[config.mk]
export PLATFORM = sky130hd
export DESIGN_NAME = fetch_stage
export DESIGN_NICKNAME = d
export VERILOG_FILES = /design/src/rtl/arm_pkg.sv /design/src/rtl/pipe_fetch_deco.sv /design/src/rtl/fetch_stage.sv
export SDC_FILE = /design/constraint.sdc
export NUM_CORES = 1
export LEC_CHECK = 0
export ABC_AREA = 0
export CORE_UTILIZATION = 46
export DETAILED_ROUTE_END_ITERATION = 8
export HOLD_SLACK_MARGIN = 0.1
export PLACE_DENSITY = 0.86
export SKIP_LAST_GASP = 1
export SYNTH_ARGS = -nofsm -noshare
export SYNTH_HDL_FRONTEND = slang
export SYNTH_SLANG_ARGS = --single-unit
[constraint.sdc]
create_clock -name clk -period 5.35 [get_ports clk]
set_clock_uncertainty 0.15 [all_clocks]
set_input_delay 1.07 -clock clk [delete_from_list [all_inputs] [get_ports clk]]
set_output_delay 1.07 -clock clk [all_outputs]
set_load 0.02 [all_outputs]
[src/rtl/arm_pkg.sv]
// -----------------------------------------------------------------------------
// arm_pkg
// Shared definitions for the instruction-fetch front end.
//   NOP_INSTR     : bubble instruction placed in IF/ID (MOV r0,r0)
//   fetch_state_t : fetch controller states
//   ifid_t        : contents of the IF/ID pipeline register
// -----------------------------------------------------------------------------
package arm_pkg;

    localparam logic [31:0] NOP_INSTR = 32'hE1A0_0000;

    // BOOT : single bubble cycle after reset, no memory request
    // RUN  : request issued, previous fetch (if any) completed
    // WAIT : request outstanding, memory has not answered yet
    typedef enum logic [1:0] {
        BOOT,
        RUN,
        WAIT
    } fetch_state_t;

    typedef struct packed {
        logic [31:0] instr;
        logic [31:0] pc_plus8;
        logic        valid;
    } ifid_t;

endpackage

[src/rtl/pipe_fetch_deco.sv]
// -----------------------------------------------------------------------------
// pipe_fetch_deco
// IF/ID pipeline register with flush, stall and bubble insertion.
// Ports:
//   clk, reset       : clock, asynchronous active-high reset
//   flush_i          : load a bubble (flush or PC redirect), highest priority
//   stall_i          : hold the current contents
//   load_i           : capture a completed fetch
//   instr_i          : fetched instruction word
//   pc_plus8_i       : PC of the instruction in IF plus 8
//   instr_o          : instruction presented to decode
//   pc_plus8_o       : r15 read value for that instruction
//   valid_o          : instr_o is a real fetched instruction
// -----------------------------------------------------------------------------
module pipe_fetch_deco
    import arm_pkg::*;
#(
    parameter logic [31:0] RESET_PC = 32'h0000_0000
) (
    input  logic        clk,
    input  logic        reset,
    input  logic        flush_i,
    input  logic        stall_i,
    input  logic        load_i,
    input  logic [31:0] instr_i,
    input  logic [31:0] pc_plus8_i,
    output logic [31:0] instr_o,
    output logic [31:0] pc_plus8_o,
    output logic        valid_o
);

    ifid_t ifid_q;
    ifid_t ifid_d;

    always_comb begin
        // NOTE: default to the held value first so no path through this block infers a latch.
        ifid_d = ifid_q;
        if (flush_i) begin
            ifid_d.instr    = NOP_INSTR;
            ifid_d.pc_plus8 = pc_plus8_i;
            ifid_d.valid    = 1'b0;
        end else if (stall_i) begin
            ifid_d = ifid_q;
        end else if (load_i) begin
            ifid_d.instr    = instr_i;
            ifid_d.pc_plus8 = pc_plus8_i;
            ifid_d.valid    = 1'b1;
        end else begin
            // Nothing usable this cycle: bubble, but keep r15 tracking the PC.
            ifid_d.instr    = NOP_INSTR;
            ifid_d.pc_plus8 = pc_plus8_i;
            ifid_d.valid    = 1'b0;
        end
    end

    always_ff @(posedge clk or posedge reset) begin
        // NOTE: state uses non-blocking assignments so every register samples pre-edge values.
        if (reset) begin
            ifid_q <= '{instr: NOP_INSTR, pc_plus8: RESET_PC + 32'd8, valid: 1'b0};
        end else begin
            ifid_q <= ifid_d;
        end
    end

    assign instr_o    = ifid_q.instr;
    assign pc_plus8_o = ifid_q.pc_plus8;
    assign valid_o    = ifid_q.valid;

endmodule

[src/rtl/fetch_stage.sv]
// -----------------------------------------------------------------------------
// fetch_stage
// Instruction-fetch stage: PC register, next-PC selection, instruction-memory
// handshake FSM, saturating fetch statistics and the IF/ID register.
// Ports:
//   clk, reset                  : clock, asynchronous active-high reset
//   StallF / StallD / FlushD    : hazard-unit controls for PC and IF/ID
//   BranchTakenE, BranchTargetE : branch redirect from execute
//   PCSrcW, ResultW             : r15 write redirect from writeback
//   imem_addr, imem_req         : fetch address (= PCF) and request
//   imem_rdata, imem_valid      : instruction word and its valid strobe
//   InstrD, PCPlus8D, ValidD    : IF/ID outputs to decode
//   FetchCnt, MissCnt           : instructions delivered / memory-miss cycles
// -----------------------------------------------------------------------------
module fetch_stage
    import arm_pkg::*;
#(
    parameter logic [31:0] RESET_PC = 32'h0000_0000,
    parameter int          CNT_W    = 16
) (
    input  logic             clk,
    input  logic             reset,
    input  logic             StallF,
    input  logic             StallD,
    input  logic             FlushD,
    input  logic             BranchTakenE,
    input  logic [31:0]      BranchTargetE,
    input  logic             PCSrcW,
    input  logic [31:0]      ResultW,
    output logic [31:0]      imem_addr,
    output logic             imem_req,
    input  logic [31:0]      imem_rdata,
    input  logic             imem_valid,
    output logic [31:0]      InstrD,
    output logic [31:0]      PCPlus8D,
    output logic             ValidD,
    output logic [CNT_W-1:0] FetchCnt,
    output logic [CNT_W-1:0] MissCnt
);

    localparam logic [CNT_W-1:0] CNT_MAX = '1;
    localparam logic [CNT_W-1:0] CNT_ONE = {{(CNT_W-1){1'b0}}, 1'b1};

    fetch_state_t     state_q, state_d;
    logic [31:0]      pc_q, pc_d;
    logic [CNT_W-1:0] fetch_cnt_q, fetch_cnt_d;
    logic [CNT_W-1:0] miss_cnt_q, miss_cnt_d;

    logic        redirect;
    logic        fetch_req;
    logic        fetch_ok;
    logic        miss;
    logic        deliver;
    logic [31:0] pc_plus4;
    logic [31:0] pc_plus8;
    logic [31:0] next_pc;

    // ------------------------------------------------------------------
    // Fetch handshake qualifiers
    // ------------------------------------------------------------------
    assign fetch_req = (state_q != BOOT);
    assign fetch_ok  = fetch_req & imem_valid;
    // Every requesting cycle without data is a cycle lost to memory,
    // including the RUN cycle in which the miss is first seen.
    assign miss      = fetch_req & ~imem_valid;
    assign redirect  = BranchTakenE | PCSrcW;

    // An instruction only reaches decode if IF/ID actually captures it.
    assign deliver   = fetch_ok & ~StallF & ~StallD & ~FlushD & ~redirect;

    // ------------------------------------------------------------------
    // Next-PC selection (32-bit wrap-around is intended)
    // ------------------------------------------------------------------
    assign pc_plus4 = pc_q + 32'd4;
    assign pc_plus8 = pc_q + 32'd8;
    assign next_pc  = BranchTakenE ? BranchTargetE :
                      PCSrcW       ? ResultW       : pc_plus4;

    // ------------------------------------------------------------------
    // FSM, PC and counter next-state
    // ------------------------------------------------------------------
    always_comb begin
        state_d     = state_q;
        pc_d        = pc_q;
        fetch_cnt_d = fetch_cnt_q;
        miss_cnt_d  = miss_cnt_q;

        case (state_q)
            BOOT:    state_d = RUN;
            RUN:     state_d = imem_valid ? RUN : WAIT;
            WAIT:    state_d = imem_valid ? RUN : WAIT;
            default: state_d = BOOT;
        endcase

        // A redirect abandons any outstanding fetch and re-requests at once.
        if (redirect) begin
            state_d = RUN;
            pc_d    = next_pc;
        end else if (StallF) begin
            // A fetch completing under StallF is dropped; same PC refetched.
            pc_d    = pc_q;
        end else if (fetch_ok) begin
            pc_d    = pc_plus4;
        end

        if (deliver && (fetch_cnt_q != CNT_MAX)) begin
            fetch_cnt_d = fetch_cnt_q + CNT_ONE;
        end
        if (miss && (miss_cnt_q != CNT_MAX)) begin
            miss_cnt_d = miss_cnt_q + CNT_ONE;
        end
    end

    always_ff @(posedge clk or posedge reset) begin
        if (reset) begin
            state_q     <= BOOT;
            pc_q        <= RESET_PC;
            fetch_cnt_q <= '0;
            miss_cnt_q  <= '0;
        end else begin
            state_q     <= state_d;
            pc_q        <= pc_d;
            fetch_cnt_q <= fetch_cnt_d;
            miss_cnt_q  <= miss_cnt_d;
        end
    end

    // ------------------------------------------------------------------
    // IF/ID register
    // ------------------------------------------------------------------
    pipe_fetch_deco #(
        .RESET_PC (RESET_PC)
    ) u_deco (
        .clk        (clk),
        .reset      (reset),
        .flush_i    (FlushD | redirect),
        .stall_i    (StallD),
        .load_i     (fetch_ok & ~StallF),
        .instr_i    (imem_rdata),
        .pc_plus8_i (pc_plus8),
        .instr_o    (InstrD),
        .pc_plus8_o (PCPlus8D),
        .valid_o    (ValidD)
    );

    assign imem_addr = pc_q;
    assign imem_req  = fetch_req;
    assign FetchCnt  = fetch_cnt_q;
    assign MissCnt   = miss_cnt_q;

endmodule

==> metrics.md, run 1 <==
| Metric | Value |
|---|---|
| NumNets Final | 1015 |
| Mapped Cells | ~690 |
| Initial antenna violation count | 0 |
| Syn-to-layout area delta | 45.0% |
| Largest cells by area after synthesis | dfrtp_1 (46%), nand2_1 (5.0%), a22o_1 (3.8%) |
| F_max | 0.280 GHz |
| Unique masters post-synth | 57 |
| Reg2Reg Capture Point | imem_addr[8]$_DFFE_PP0P_ |
| Worst-path maximum fanout | 17 |
| Final period util | between 60% and 70% |
| Leak | 3.90 nW |
| H-tree levels | 4 |
| Die area | 15000 µm² |
| Global-route wire length before repair | between 30000 and 40000 µm |
| Core ar. | ~14000 µm² |
| Design Power | a little under 0.003 W |
| Main synth FF type | dfrtp_1 |
| Ys async rst share | 100% |
| Vias in the first global route | roughly 6400 |
| Net count after synthesis | 803 |
| Worst Setup EP | FetchCnt[11]$_DFFE_PP0P_ |
| Worst Setup SP | BranchTakenE |
| GRT Total Usage | 28.4% |
| Clock Latency Late Sink | 0.43 ns |
| Cts bufs inserted | 17 |
| Synthesized area | ~6700 µm² |
| Crit. End Element | register |
| Largest net degree at the start of global routing | about 70 |
| Worst-margin pin slew | 1.14 ns |
| Final Hold Vio Count | 0 |
| Status | complete, no violations |
| DRT antenna net count | 0 |
| # diodes | 0 |
| Clock transition at path regs | ~0.070 ns |
| Drt wl/cell | 18.5 µm |
| Chip width | approximately 120 µm |
| Vias | 6514 |
| WHS Path Cells | 2 |
| Worst min-delay path class | reg2reg |
| Slew Limit Fails | 0 |
| Crit path DAT | 3.76 ns |
| Setup-failing EPs final | 0 |
| DRC viols | 0 |
| Rows | 43 |
| EDFF count, synth | 0 |
| Seq cells post-synth | 131 |
| CTS tree | done |
| Overflow after GRT | 0 |
| Clock Path Buffers | 2 |
| Register area share after synthesis | 49.2% |
| Worst EP required | 5.55 ns |
| Resize count post-CTS | 0 |
| Setup Buffers After CTS | 0 |
| RSZ-0062 raised after global routing | false |
| Startpoint types | input pin |
| Worst r2r src | state_q[0]$_DFF_PP0_ |
| Root Buffer | clkbuf_16 |
| Initial core utilization | a little under half |
| Max capacitance violation total | 0 |
| Syn Area/Cell | just under 10 µm² |
| R2R cell count | 7 |
| DRT iter0 DRCs | 625 |
| Via density | about 6 |
| Final wirelength | 20300 µm |
| Setup TNS | 0 ns |
| I/O pin count | 234 |
| Layout cells sized above 1 | about 6.9% |
| DP HPWL | ~15000 µm |
| Leading area contributor after synthesis | dfrtp_1 |
| VDD IR-drop max | between 200 and 300 µV |
| Setup slack, reg-to-reg | 2.54 ns |
| Crit path kind | in2reg |
| Cell Pwr Density | 306 nW/µm² |
| Routability cong. | about 0.95 |
| Hold_buf cts | 0 |
| Warning count from the yosys run | 0 |
| Worst relative slew slack | 24.3% |
| Area share of the largest cell type after synthesis | between 40 and 50% |
| DR pass1 iterations | 7 |
| Port bufs | between 200 and 250 |
| Die H | 123 µm |
| # clock sinks | 131 |
| Final worst path period need | approximately 3.6 ns |
## sequential cells by signal (all words and copies together), names as in the netlist
register	flops
FetchCnt	16
u_deco.pc_plus8_o	32
u_deco.valid_o	1
imem_addr	32
u_deco.instr_o	32
state_q	2
MissCnt	16
## critical path: stages
cell and delay (ns):
clkdlybuf4s50_1 0.81, nor4_1 0.50, nand2_1 0.34, or3_1 0.48
nor4b_1 0.38, xor2_1 0.19
## layer usage
metal	GRT usage, %	wire length (µm)
met2	45.9	9640
met1	34.8	8040
met5	0	0
met4	12.7	655
met3	8.69	2010
## stage by stage
| step | setup slack, ns | area, µm² | cells | util [%] | hold slack, ns |
|---|---|---|---|---|---|
| 6_report | 1.78 | 9700 | 1098 | 69.1 | 0.321 |
| 4_1_cts | 1.88 | 9700 | 1098 | 69.1 | 0.324 |
| 2_1_floorplan | 0.644 | 6690 | 693 | - | 0.319 |
| 5_1_grt | 1.52 | 9700 | 1098 | 69.1 | 0.345 |
| 3_5_place_dp | 1.44 | 9130 | 1066 | 65.0 | 0.311 |
| 3_3_place_gp | 1.52 | 9130 | 1066 | 65.0 | 0.301 |
## worst min-delay path by stage
stage,start,end,slack [ns]
final,u_deco.pc_plus8_o[2]$_DFFE_PP0P_,u_deco.pc_plus8_o[2]$_DFFE_PP0P_,0.32
after global routing,u_deco.valid_o$_DFFE_PP0P_,u_deco.valid_o$_DFFE_PP0P_,0.34
after CTS,u_deco.pc_plus8_o[0]$_DFFE_PP0P_,u_deco.pc_plus8_o[0]$_DFFE_PP0P_,0.32
after detailed placement,u_deco.pc_plus8_o[2]$_DFFE_PP0P_,u_deco.pc_plus8_o[2]$_DFFE_PP0P_,0.31
after global placement,u_deco.pc_plus8_o[2]$_DFFE_PP0P_,u_deco.pc_plus8_o[2]$_DFFE_PP0P_,0.30
after floorplan,imem_addr[0]$_DFFE_PP0P_,u_deco.pc_plus8_o[0]$_DFFE_PP0P_,0.32
## cell type report
type,instances,area (µm²)
flip-flops and latches,131,3290
repair buffers,242,2410
clock inverters,15,148
fillers,1040,4340
multi-input cells,500,3150
well taps,180,225
inverters,13,51.3
clock buffers,17,425
## cell families after synthesis
group	count (synthesis)	share of synthesized area, %
AND/OR/NAND/NOR	248	19.0
AO/OA/AOI/OAI	189	19.3
flip-flops	131	49.2
buffers and inverters	62	3.82
XOR/XNOR	50	6.55
multiplexers	7	1.10
adder cells (fa/ha/maj)	6	1.12
## cells in the mapped netlist (all sizes together) (6+ instances only)
master	n
dfrtp	124
nand2	89
o21ai	49
a21oi	38
clkbuf	35
nand3	31
nor2	31
a22o	29
nand4	27
xnor2	25
xor2	25
a22oi	19
and3	18
buf	14
nor3	14
inv	13
nor4	10
a2bb2oi	9
dfstp	7
a31oi	6
ha	6
o22a	6
## power by group
group / switching [W] / internal, W
sequential: 0.000130 / 0.00108
clock: 0.000477 / 0.000650
combinational: 0.000314 / 0.000318
total: 0.000920 / 0.00205
## layout by cell type (no fill, tap or decap), drive strengths merged, types with 10 or more instances in the layout
cell type      synthesis  routed
a21oi                 38      38
a22o                  29      29
a22oi                 19      19
and3                  18      18
clkbuf                35      17
clkdlybuf4s50          0     233
dfrtp                124     124
inv                   13      20
nand2                 89      89
nand3                 31      31
nand4                 27      27
nor2                  31      31
nor3                  14      14
nor4                  10      10
o21ai                 49      49
xnor2                 25      25
xor2                  25      25
Power figures use the tool's default switching activity.
==> inputs of run 2 (changes only) <==
--- a/config.mk
+++ b/config.mk
@@ -6,10 +6,10 @@
 export NUM_CORES = 1
 export LEC_CHECK = 0
 export ABC_AREA = 0
-export CORE_UTILIZATION = 46
+export CORE_UTILIZATION = 41
 export DETAILED_ROUTE_END_ITERATION = 8
 export HOLD_SLACK_MARGIN = 0.1
-export PLACE_DENSITY = 0.86
+export PLACE_DENSITY = 0.82
 export SKIP_LAST_GASP = 1
 export SYNTH_ARGS = -nofsm -noshare
 export SYNTH_HDL_FRONTEND = slang
==> constraint.sdc (replaced) <==
create_clock -name clk -period 3.08 [get_ports clk]
set_clock_uncertainty 0.15 [all_clocks]
set_input_delay 0.616 -clock clk [delete_from_list [all_inputs] [get_ports clk]]
set_output_delay 0.616 -clock clk [all_outputs]
set_load 0.02 [all_outputs]
==> metrics.md, run 2 (synthesis results as in run 1) <==
| Metric | Value |
|---|---|
| Status | complete, no violations |
| # diodes | 0 (unchanged) |
| Global-route wire length before repair | 32500 µm (+0.23%) |
| Worst EP required | 3.23 ns (-2.32 ns) |
| Most common cell after layout, fill and taps aside | clkdlybuf4s50_1 |
| Final wirelength | 21300 µm (+4.7%) |
| Crit path kind | reg2reg |
| Clock Path Buffers | 2 (unchanged) |
| DP HPWL | 15400 µm (+4.9%) |
| Syn-to-layout area delta | 48.6% |
| GRT Total Usage | 25.7% (-2.7 points) |
| Worst relative slew slack | 31.5% (+7.2 points) |
| Worst path top cell family by delay | simple AND/OR/NAND/NOR gates |
| Routability cong. | 0.904 (-5.4%) |
| Met1 GRT Util | 32.5% (-2.3 points) |
| Crit path DAT | 2.87 ns (-0.89 ns) |
| Initial core utilization | 42.1% (-5.5 points) |
| CTS tree | done |
| RSZ-0062 raised after global routing | false |
| I/O pin count | 234 (unchanged) |
| Final period util | 88.3% |
| Max capacitance violation total | 0 (unchanged) |
| Drt wl/cell | 18.5 µm (-0.19%) |
| WP buf/inv | 0 (-1) |
| Worst min-delay path class | reg2reg |
| Largest net degree at the start of global routing | 86 (+26%) |
| Core ar. | 15900 µm² (+13%) |
| Vias | 6510 (-0.061%) |
| Final worst path period need | 2.72 ns |
| Post-layout util | 62.5% (-6.5 points) |
| HP Start | u_deco.pc_plus8_o[2]$_DFFE_PP0P_ |
| DRC viols | 0 (unchanged) |
| Root Buffer | clkbuf_16 |
| VDD IR-drop max | 407 µV (+52%) |
| # clock sinks | 131 (unchanged) |
| Die H | 130 µm (+5.8%) |
| Startpoint types | register |
| DRT iter0 DRCs | 595 (-4.8%) |
| Slowest cell on crit path | nor4_1 |
| Final Hold Vio Count | 0 (unchanged) |
| Setup slack, reg-to-reg | 0.36 ns (-2.18 ns) |
| Setup-failing EPs final | 0 (unchanged) |
| Critical Path Max Stage Delay | 0.86 ns (+0.05 ns) |
| Met2 Use GR | 40.5% (-5.4 points) |
| Vias in the first global route | 6105 (-3.9%) |
| H-tree levels | 4 (unchanged) |
| Chip width | 130 µm (+5.8%) |
| GR Layer Usage met3 | 6.68% (-2.0 points) |
| Crit. End Element | register |
| F_max | 0.368 GHz |
| Cell Pwr Density | 528 nW/µm² (+73%) |
| DR pass1 iterations | 6 (-1) |
| Worst-path maximum fanout | 13 (-4) |
| Clock Latency Late Sink | 0.43 ns (about the same) |
| Worst-margin pin slew | 1.02 ns (-0.112 ns) |
| Slew Limit Fails | 0 (unchanged) |
| Via density | 5.65 (-4.7%) |
| Most used routing layer | met2 |
| Rows | 46 (+7.0%) |
| Fin worst setup slack | 0.360 ns (-1.42 ns) |
| Clock transition at path regs | 0.06 ns (about the same) |
| Hold_buf cts | 0 (unchanged) |
| Setup TNS | 0 ns (unchanged) |
| Setup WS pre-CTS | 0.136 ns (-1.30 ns) |
| Cts bufs inserted | 17 (unchanged) |
| Highest-count cells in the layout ignoring fill and taps | clkdlybuf4s50_1 (232), dfrtp_1 (124), nand2_1 (89) |
| Hold slack | 0.311 ns (-0.00971 ns) |
| Worst r2r src | imem_addr[14]$_DFFE_PP0P_ |
| Port bufs | 233 (unchanged) |
| Layout cells sized above 1 | 8.87% (+2.0 points) |
| Resize count post-CTS | 0 (unchanged) |
| Initial antenna violation count | 0 (unchanged) |
| Leak | 4.02 nW (+3.0%) |
| Setup Buffers After CTS | 0 (unchanged) |
| Worst Setup SP | imem_addr[14]$_DFFE_PP0P_ |
| Die area | 16800 µm² (+12%) |
| Overflow after GRT | 0 (unchanged) |
| DRT antenna net count | 0 (unchanged) |
| NumNets Final | 1033 (+1.8%) |
| Critical-path cell list | nand4_1 > nor4_1 > nand2_1 > o41ai_1 > a2bb2oi_1 |
## run 2: cell types whose count changed in the layout (fill, tap and decap cells not counted), sizes merged
| cell | before | now |
|---|---|---|
| buf | 9 | 28 |
| bufinv | 1 | 2 |
| clkbuf | 17 | 18 |
| clkdlybuf4s50 | 233 | 232 |
| clkinv | 1 | 6 |
| clkinvlp | 6 | 4 |
| inv | 20 | 15 |
## run 2: where the power goes
| part | total (W) | switching, W | internal [W] |
|---|---|---|---|
| Combinational | 0.00113 | 0.000571 | 0.000564 |
| Clock | 0.00202 | 0.000803 | 0.00122 |
| Sequential | 0.00209 | 0.000213 | 0.00188 |
| Total | 0.00525 | 0.00159 | 0.00366 |
## run 2: metrics by stage
step	instance area [µm²]	power, W	std cells
6_report	9930	0.00525	1152
5_1_grt	9930	0.00546	1152
4_1_cts	9930	0.00529	1152
3_5_place_dp	9340	0.00325	1120
3_3_place_gp	9340	0.00322	1120
2_1_floorplan	6690	0.00263	693
## run 2: path summary, 6_finish.rpt
check / endpoint / cells past startpoint
max: imem_addr[31]$_DFFE_PP0P_ / 5
min: u_deco.pc_plus8_o[2]$_DFFE_PP0P_ / 2
max reg2reg: imem_addr[31]$_DFFE_PP0P_ / 5
min reg2reg: u_deco.pc_plus8_o[2]$_DFFE_PP0P_ / 2
max in group asynchronous: imem_addr[24]$_DFFE_PP0P_ / 3
min in group asynchronous: u_deco.instr_o[0]$_DFFE_PP0P_ / 3
## run 2: layout make-up
cell class,instances,area [µm²]
clock buffers,18,439
clock inverters,14,154
fillers,1337,5950
inverters,13,52.6
multi-input cells,500,3150
flip-flops and latches,131,3290
well taps,216,270
repair buffers,260,2580
## run 2: worst min-delay path: cells and delay by family, from the launching register on
kind | cells | cell delay [ns]
flops | 1 | 0.34
simple gates | 2 | 0.10
## run 2: layer usage
| metal | vias up | part of all wire [%] |
|---|---|---|
| li1 | 3020 | - |
| met1 | 3073 | 41 |
| met2 | 355 | 46 |
| met3 | 62 | 9.1 |
| met4 | 0 | 3.8 |
| met5 | - | 0 |
==> inputs of run 3 (changes only) <==
--- a/config.mk
+++ b/config.mk
@@ -6,10 +6,10 @@
 export NUM_CORES = 1
 export LEC_CHECK = 0
 export ABC_AREA = 0
-export CORE_UTILIZATION = 41
+export CORE_UTILIZATION = 40
 export DETAILED_ROUTE_END_ITERATION = 8
 export HOLD_SLACK_MARGIN = 0.1
-export PLACE_DENSITY = 0.82
+export PLACE_DENSITY = 0.8
 export SKIP_LAST_GASP = 1
 export SYNTH_ARGS = -nofsm -noshare
 export SYNTH_HDL_FRONTEND = slang
==> metrics.md, run 3 (synthesis results as in run 1) <==
| Metric | Value |
|---|---|
| Status | complete, no violations |
| Setup-failing EPs final | 0 (unchanged) |
| DRT iter0 DRCs | 517 (-13%) |
| DRC viols | 0 (unchanged) |
| Root Buffer | clkbuf_16 |
| I/O pin count | 234 (unchanged) |
| DP HPWL | 15500 µm (+0.81%) |
| Initial core utilization | 41.5% (-0.60 points) |
| Setup slack, reg-to-reg | 0.57 ns (+0.21 ns) |
| DRT antenna net count | 0 (unchanged) |
| Crit path DAT | 2.73 ns (-0.14 ns) |
| Vias | 6545 (+0.54%) |
| Drt wl/cell | 18.2 µm (-1.3%) |
| DR pass1 iterations | 5 (-1) |
| Routability cong. | 0.915 (+1.3%) |
| CTS tree | done |
| Final period util | 82.7% (-5.6 points) |
| Design Power | 0.00532 W (+1.4%) |
| Die area | 17200 µm² (+2.5%) |
| Highest-count cells in the layout ignoring fill and taps | clkdlybuf4s50_1 (232), dfrtp_1 (124), nand2_1 (89) |
| Resize count post-CTS | 0 (unchanged) |
| Clock transition at path regs | 0.06 ns (about the same) |
| Global-route wire length before repair | 34100 µm (+4.8%) |
| Layout cells sized above 1 | 9.35% (+0.48 points) |
| # clock sinks | 131 (unchanged) |
| Fillers | 1366 (+2.2%) |
| Final Hold Vio Count | 0 (unchanged) |
| GRT Total Usage | 25.3% (-0.39 points) |
| Startpoint types | input pin |
| Finished Cell Area | 9990 µm² (+0.52%) |
| Worst min-delay path class | reg2reg |
| Largest net degree at the start of global routing | 60 (-30%) |
| Leak | 4.06 nW (+0.85%) |
| Crit. End Element | register |
| Cts bufs inserted | 17 (unchanged) |
| Max capacitance violation total | 0 (unchanged) |
| Area of the multi-input gates | 3150 µm² (unchanged) |
| Setup Buffers After CTS | 0 (unchanged) |
| Via density | 5.66 (+0.10%) |
| Crit path kind | in2reg |
| # diodes | 0 (unchanged) |
| Cell Pwr Density | 533 nW/µm² (+0.92%) |
| Most common cell after layout, fill and taps aside | clkdlybuf4s50_1 |
| Syn-to-layout area delta | 49.3% |
| Initial antenna violation count | 0 (unchanged) |
| Hold slack | 0.317 ns (+0.00607 ns) |
| NumNets Final | 1038 (+0.48%) |
| Worst-path maximum fanout | 8 (-5) |
| Clock Latency Late Sink | 0.42 ns (about the same) |
| Final worst path period need | 2.55 ns (-0.172 ns) |
| H-tree levels | 4 (unchanged) |
| Setup TNS | 0 ns (unchanged) |
| Die H | 131 µm (+1.2%) |
| Port bufs | 233 (unchanged) |
| Vias in the first global route | 6409 (+5.0%) |
| Overflow after GRT | 0 (unchanged) |
| Hold_buf cts | 0 (unchanged) |
| RSZ-0062 raised after global routing | false |
| Rows | 46 (unchanged) |
| Worst-margin pin slew | 1.06 ns (+0.0368 ns) |
| Final wirelength | 21100 µm (-0.91%) |
| Worst EP required | 3.26 ns (+0.03 ns) |
| VDD IR-drop max | 415 µV (+1.9%) |
| Core ar. | 16100 µm² (+1.4%) |
| Slew Limit Fails | 0 (unchanged) |
| Register area | 3290 µm² (unchanged) |
| Worst relative slew slack | 29.1% (-2.5 points) |
| Chip width | 131 µm (+1.2%) |
| Clock Path Buffers | 2 (unchanged) |
| Post-layout util | 62.0% (-0.58 points) |
| Area post-placement | 9370 µm² (+0.27%) |
| F_max | 0.392 GHz (+6.7%) |
[run 3: cell types whose count changed in the layout (fill, tap and decap cells not counted), sizes merged]
cell      change
clkinvlp      +1
bufinv        +1
clkinv        -2
buf           +5
clkbuf        +2
inv           -2
[run 3: area by class of cell]
| cell class | count | area share, % |
|---|---|---|
| sequential | 131 | 32.9 |
| multi-input combinational | 500 | 31.6 |
| timing repair buffer | 265 | 26.1 |
| clock buffer | 20 | 4.67 |
| tap | 216 | 2.71 |
| clock inverter | 12 | 1.53 |
| inverter | 13 | 0.526 |
[run 3: layer usage]
metal  share of wire [%]  vias up  wire length (µm)  GRT usage [%]
met2                  46      339              9690           39.6
met4                 3.9        0               813           12.9
met5                   0        -                 0              0
li1                    -     3026                 -              -
met3                 9.0       50              1900           6.75
met1                  41     3130              8710           32.1
[run 3: where the power goes]
part | internal [W] | switching, W | leakage, nW
Clock | 0.00134 | 0.000760 | 0.294
Sequential | 0.00188 | 0.000209 | 1.68
Combinational | 0.000568 | 0.000573 | 2.08
[run 3: final timing paths]
path | startpoint | end | cells past startpoint
max in group asynchronous | reset | u_deco.pc_plus8_o[3]$_DFFE_PP1P_ | 3
worst min-delay path | u_deco.pc_plus8_o[2]$_DFFE_PP0P_ | u_deco.pc_plus8_o[2]$_DFFE_PP0P_ | 2
min in group asynchronous | reset | u_deco.instr_o[1]$_DFFE_PP0P_ | 2
worst max register to register | imem_addr[3]$_DFFE_PP0P_ | imem_addr[30]$_DFFE_PP0P_ | 6
worst min register to register | u_deco.pc_plus8_o[2]$_DFFE_PP0P_ | u_deco.pc_plus8_o[2]$_DFFE_PP0P_ | 2
worst max-delay path | imem_valid | imem_addr[24]$_DFFE_PP0P_ | 7
[run 3: per-stage QoR]
stage                     std cells  worst slack (ns)
after global placement         1125             0.162
after detailed placement       1125             0.176
after CTS                      1157             0.516
after global routing           1157             0.391
after floorplan                 693             0.697
final                          1157             0.532
[run 3: worst max-delay path, cell delays in order]
cell and delay [ns]:
clkdlybuf4s50_1 0.59, or3b_2 0.59, nor3_1 0.33, buf_4 0.18
nand4_1 0.10, xor2_1 0.17, o21ai_0 0.15
